<file path="src/rtl/imm_pkg.sv">
// Shared types for the decode-stage immediate generator: format codes,
// skid-buffer states and the registered entry layout.
package imm_pkg;

    localparam int unsigned IMM_INSTR_WIDTH = 32;
    localparam int unsigned IMM_DATA_WIDTH  = 32;

    typedef enum logic [2:0] {
        IMM_I = 3'b000,
        IMM_B = 3'b001,
        IMM_S = 3'b010,
        IMM_U = 3'b011,
        IMM_J = 3'b100,
        IMM_Z = 3'b101
    } imm_src_e;

    typedef enum logic [1:0] {
        ST_EMPTY = 2'b00,
        ST_BUSY  = 2'b01,
        ST_FULL  = 2'b10
    } stage_state_e;

    typedef struct packed {
        logic [IMM_DATA_WIDTH-1:0] imm;
        logic [IMM_DATA_WIDTH-1:0] target;
        logic                      illegal;
    } imm_entry_t;

endpackage

</file>
<file path="src/rtl/imm_decode.sv">
// Combinational immediate extraction for all supported formats plus the
// flag for unsupported select codes.
module imm_decode
    import imm_pkg::*;
#(
    parameter int unsigned DATA_WIDTH  = 32,
    parameter int unsigned INSTR_WIDTH = 32
) (
    input  logic [INSTR_WIDTH-1:0] instr_i,
    input  logic [2:0]             imm_src_i,
    output logic [DATA_WIDTH-1:0]  imm_o,
    output logic                   illegal_o
);

    logic [31:0] imm32_s;
    logic        unused_opcode_s;

    assign unused_opcode_s = ^instr_i[6:0];

    // Build a 32-bit sign-correct value; Z-type has bit 31 clear so the common widening also zero-extends it
    always_comb begin
        imm32_s   = 32'd0;
        illegal_o = 1'b0;
        case (imm_src_i)
            IMM_I:   imm32_s = {{20{instr_i[31]}}, instr_i[31:20]};
            IMM_B:   imm32_s = {{19{instr_i[31]}}, instr_i[31], instr_i[7],
                                instr_i[30:25], instr_i[11:8], 1'b0};
            IMM_S:   imm32_s = {{20{instr_i[31]}}, instr_i[31:25], instr_i[11:7]};
            IMM_U:   imm32_s = {instr_i[31:12], 12'd0};
            IMM_J:   imm32_s = {{11{instr_i[31]}}, instr_i[31], instr_i[19:12],
                                instr_i[20], instr_i[30:21], 1'b0};
            IMM_Z:   imm32_s = {27'd0, instr_i[19:15]};
            default: begin
                imm32_s   = 32'd0;
                illegal_o = 1'b1;
            end
        endcase
    end

    assign imm_o = DATA_WIDTH'($signed(imm32_s));

endmodule

</file>
<file path="src/rtl/imm_gen_stage.sv">
// Registered immediate generator stage: decodes the immediate, computes the
// PC-relative target and hands entries downstream through a 2-entry skid buffer.
module imm_gen_stage
    import imm_pkg::*;
#(
    parameter int unsigned DATA_WIDTH  = 32,
    parameter int unsigned INSTR_WIDTH = 32
) (
    input  logic                   clk_i,
    input  logic                   rst_ni,
    input  logic                   flush_i,
    input  logic                   valid_i,
    output logic                   ready_o,
    input  logic [2:0]             imm_src_i,
    input  logic [INSTR_WIDTH-1:0] instr_i,
    input  logic [DATA_WIDTH-1:0]  pc_i,
    output logic                   valid_o,
    input  logic                   ready_i,
    output logic [DATA_WIDTH-1:0]  imm_ext_o,
    output logic [DATA_WIDTH-1:0]  target_o,
    output logic                   illegal_o
);

    typedef struct packed {
        logic [DATA_WIDTH-1:0] imm;
        logic [DATA_WIDTH-1:0] target;
        logic                  illegal;
    } entry_t;

    stage_state_e state_q, state_d;
    entry_t       out_q, out_d;
    entry_t       skid_q, skid_d;
    entry_t       new_s;
    logic [DATA_WIDTH-1:0] dec_imm_s;
    logic         dec_illegal_s;
    logic         in_fire_s;
    logic         out_fire_s;

    imm_decode #(
        .DATA_WIDTH (DATA_WIDTH),
        .INSTR_WIDTH(INSTR_WIDTH)
    ) u_imm_decode (
        .instr_i  (instr_i),
        .imm_src_i(imm_src_i),
        .imm_o    (dec_imm_s),
        .illegal_o(dec_illegal_s)
    );

    assign new_s.imm     = dec_imm_s;
    assign new_s.target  = pc_i + dec_imm_s;
    assign new_s.illegal = dec_illegal_s;

    assign ready_o    = (state_q != ST_FULL);
    assign valid_o    = (state_q != ST_EMPTY);
    assign in_fire_s  = valid_i & ready_o;
    assign out_fire_s = valid_o & ready_i;

    // Next-state and data routing; flush overrides every transition and drops the same-cycle input
    always_comb begin
        state_d = state_q;
        out_d   = out_q;
        skid_d  = skid_q;
        if (flush_i) begin
            state_d = ST_EMPTY;
        end else begin
            case (state_q)
                ST_EMPTY: begin
                    if (in_fire_s) begin
                        out_d   = new_s;
                        state_d = ST_BUSY;
                    end else begin
                        state_d = ST_EMPTY;
                    end
                end
                ST_BUSY: begin
                    case ({in_fire_s, out_fire_s})
                        2'b10: begin
                            skid_d  = new_s;
                            state_d = ST_FULL;
                        end
                        2'b01: state_d = ST_EMPTY;
                        2'b11: out_d   = new_s;
                        default: state_d = ST_BUSY;
                    endcase
                end
                ST_FULL: begin
                    if (out_fire_s) begin
                        out_d   = skid_q;
                        state_d = ST_BUSY;
                    end else begin
                        state_d = ST_FULL;
                    end
                end
                default: state_d = ST_EMPTY;
            endcase
        end
    end

    // State and entry registers
    always_ff @(posedge clk_i or negedge rst_ni) begin
        if (!rst_ni) begin
            state_q <= ST_EMPTY;
            out_q   <= '0;
            skid_q  <= '0;
        end else begin
            state_q <= state_d;
            out_q   <= out_d;
            skid_q  <= skid_d;
        end
    end

    assign imm_ext_o = out_q.imm;
    assign target_o  = out_q.target;
    assign illegal_o = out_q.illegal;

endmodule

</file>
<file path="config.mk">
export PLATFORM = sky130hd
export DESIGN_NAME = imm_gen_stage
export DESIGN_NICKNAME = d
export VERILOG_FILES = /design/src/rtl/imm_pkg.sv /design/src/rtl/imm_decode.sv /design/src/rtl/imm_gen_stage.sv
export SDC_FILE = /design/constraint.sdc
export NUM_CORES = 1
export LEC_CHECK = 0
export CAP_MARGIN = 20
export CORE_UTILIZATION = 44
export CTS_BUF_LIST = sky130_fd_sc_hd__clkbuf_16
export CTS_CLUSTER_SIZE = 28
export DETAILED_ROUTE_END_ITERATION = 12
export HOLD_SLACK_MARGIN = 0.15
export PLACE_DENSITY = 0.69
export SYNTH_ARGS = -nofsm -noshare
export SYNTH_HDL_FRONTEND = slang
export SYNTH_SLANG_ARGS = --single-unit
</file>
<file path="constraint.sdc">
create_clock -name clk_i -period 3.35 [get_ports clk_i]
set_clock_uncertainty 0.2 [all_clocks]
set_input_delay 0.67 -clock clk_i [delete_from_list [all_inputs] [get_ports clk_i]]
set_output_delay 0.67 -clock clk_i [all_outputs]
set_load 0.05 [all_outputs]
</file>
==> results by group <==
Place
  • Dpl cells: 1436
  • Detailed placer's ending HPWL: approximately 17000 um
  • Pre-CTS WS: -1.00 ns
  • Placed Area: about 11000 um2
  • Placer congestion estimate: approximately 0.94
  • Port Buf Inserts: between 100 and 150

GRT
  • First-pass GRT wire length: roughly 38000 um
  • Gr usage total: 0.267
  • Grt total ovfl: 0
  • Vias in the first global route: 7598
  • Largest net degree at the start of global routing: 99
  • Initial antenna violation count: 0

Synthesis
  • Multiplexer area fraction after synthesis: 0.00530
  • Main combinational cell family by area after synthesis: compound AO/OA/AOI/OAI gates
  • Mapped Avg Cell Area: between 7 and 8 um2
  • Post-synth EDFFs: 0
  • Distinct cells, synth: between 60 and 70
  • XOR/XNOR Fraction of Synth Area: 0.0326
  • Fraction of registers with async set/reset: 1.00
  • Most used DFF post-synth: dfrtp_1
  • Ys Warns: 0
  • Synth Instances: just under 1000
  • Post-Syn Nets: about 1100
  • Adder-cell area share of the yosys netlist: 0.0555
  • Mapped Area: 7800 um2
  • Synth Area in Compound Gates: 0.237
  • Simple-Gate Fraction of Synth Area: 0.193
  • Yosys reg bits: between 100 and 150
  • Register area share after synthesis: 0.424

Critical path
  • Reg2reg path depth: 11
  • Reg2Reg Setup Slack: 0.84 ns
  • Crit start category: primary input
  • Critical path, cell by cell: dlygate4sd2_1 -> nand2b_1 -> nand3_1 -> o21ai_1 -> o22a_4 -> fa_2 -> nor2b_4 -> o211ai_4 -> a211oi_4 -> a211oi_4 -> buf_4 -> xor2_2 -> nor2_1 -> a21oi_1 -> buf_4 -> o21ai_0
  • CP max-delay cell: fa_2
  • Critical Path RT: about 3.5 ns
  • R2r endpoint: target_o[24]
  • Worst setup path endpoint: target_o[14]
  • R2r startpoint: state_q[1]
  • Max FO, Critical Path: 3
  • Crit end category: register
  • Largest stage delay, worst path: a little under 0.4 ns
  • Worst Path Arrival: around 3.4 ns
  • Crit path from: instr_i[8]
  • Crit path kind: in2reg

Routing
  • Vias/cell: 5.30
  • DR vias: 7903
  • Met2 WL post-DR: about 11000 um
  • Drt total wl: 24200 um
  • 1st-iter DRT viols: between 400 and 500
  • DRT antenna net count: 0
  • Wirelength per Cell: roughly 16 um
  • Met3 wire length: between 1000 and 1500 um
  • DRC violations left: 0
  • Wl on met1: 11100 um
  • Initial DRT Pass Iterations: 5
  • DR top layer: met4

Floorplanning
  • Core area: 17300 um2
  • Die Footprint: between 15000 and 20000 um2
  • DIE WIDTH: between 100 and 150 um
  • Top Ports: roughly 140
  • Starting density of the core: 0.451
  • # rows: between 40 and 50
  • Die Y: roughly 140 um

Timing
  • Achievable frequency: around 300 MHz
  • Final period utilization: 0.984
  • Setup TNS Final: 0 ns
  • WHS: between 0.2 and 0.3 ns
  • RSZ-0062 raised after global routing: true
  • Slew headroom: 0.548
  • Endpoints failing hold: 0
  • Setup ws final: 0.0547 ns
  • Slew @ Worst Pin: approximately 0.68 ns
  • Fin. max-slew vios: 0
  • Post-layout min period: 3.30 ns
  • Final setup vio count: 0

Layout
  • Layout cell share with drive strength beyond 1: 0.256
  • Most common cell after layout, fill and taps aside: buf_4
  • Final std cells w/o fill: about 1500
  • Final net count: about 1400
  • Fin area: between 10000 and 15000 um2
  • Final core occ: 0.680
  • Layout area overhead: 50.8%
  • Most frequent cells in the layout: buf_4 (181), nand2_1 (179), dfrtp_1 (132)
  • Number of inserted diodes: 0

Power
  • PD cells: ~610 nW/um2
  • Leak Pwr: roughly 5.4 nW
  • VDD IR max: approximately 0.4 mV
  • Post-layout power: approximately 7.2 mW

Clock network
  • Total CTS buffers: 17
  • Clk pin slew, worst setup/hold paths: approximately 0.060 ns
  • Clock Latency Late Sink: about 0.43 ns
  • CTS root buf: clkbuf_16
  • CTS tree: yes
  • H-tree Lvls: 4
  • Clock sink count: between 100 and 150
  • Max Root-Sink Buffers: 2

Run
  • Number of max-cap violations: 0

Min path
  • Hold path cells: 2
  • Hold Path Class: reg2reg

Outcome
  • Outcome: finished, final reports clean
cell families (layout without fill, tap and decap cells):
family,count (synthesis),count (layout)
multiplexers,4,4
AND/OR/NAND/NOR,353,353
adder cells (fa/ha/maj),34,34
XOR/XNOR,29,29
AO/OA/AOI/OAI,321,321
buffers and inverters,105,392
flip-flops,132,132
worst min path at each step:
stage,startpoint,to,slack (ns)
global placement,skid_q[21],skid_q[21],0.26
floorplan,rst_ni,illegal_o,0.17
global route,target_o[14],target_o[14],0.30
CTS,skid_q[21],skid_q[21],0.28
detailed placement,skid_q[21],skid_q[21],0.26
finish,imm_ext_o[0],imm_ext_o[0],0.27
power breakdown:
| group | total [mW] | internal, mW | switching (mW) |
|---|---|---|---|
| clock | 1.86 | 1.10 | 0.760 |
| sequential | 2.36 | 2.09 | 0.265 |
| combinational | 2.99 | 1.20 | 1.79 |
| total | 7.21 | 4.39 | 2.82 |
state kept, by name (all words and copies together) (netlist names):
name	cells
skid_q	65
imm_ext_o	32
target_o	32
state_q	2
illegal_o	1
layout make-up:
class                      instances  area (um2)
tap                              225         282
sequential                       132        3300
clock buffer                      17         425
clock inverter                    15         156
inverter                          41         154
multi-input combinational        741        4640
fill                            1435        5540
timing repair buffer             319        2800
metal layers:
metal | track usage | vias to the layer above
met5 | 0 | -
met4 | 0.111 | 0
met3 | 0.0420 | 39
met2 | 0.422 | 237
met1 | 0.365 | 3730
li1 | - | 3897
timing repair:
item / CTS / global route
endpoints found under the setup margin: 47 / 33
setup buffers: 12 / 8
pin swaps: 27 / 30
hold buffers: 1 / 0
endpoints found under the hold margin: 46 / 0
resized for setup: 81 / 50
gates cloned: 0 / 1
critical path, delay by kind of cell:
family / cells / cell delay [ns]
compound gates: 7 / 1.22
xor+xnor: 1 / 0.16
fa+ha+maj: 1 / 0.39
buf+inv: 3 / 0.54
simple gates: 4 / 0.40
cell usage after synthesis, drive strengths merged, types with 14 or more instances:
master / number / area, um2
nand2: 181 / 679
o21ai: 139 / 699
dfrtp: 132 / 3300
a21oi: 118 / 598
nor2: 96 / 360
clkbuf: 50 / 188
inv: 41 / 154
ha: 33 / 413
nand3: 19 / 95.1
xor2: 15 / 131
o211ai: 14 / 115
xnor2: 14 / 123
Note: power is estimated with default switching activity, not from simulation.
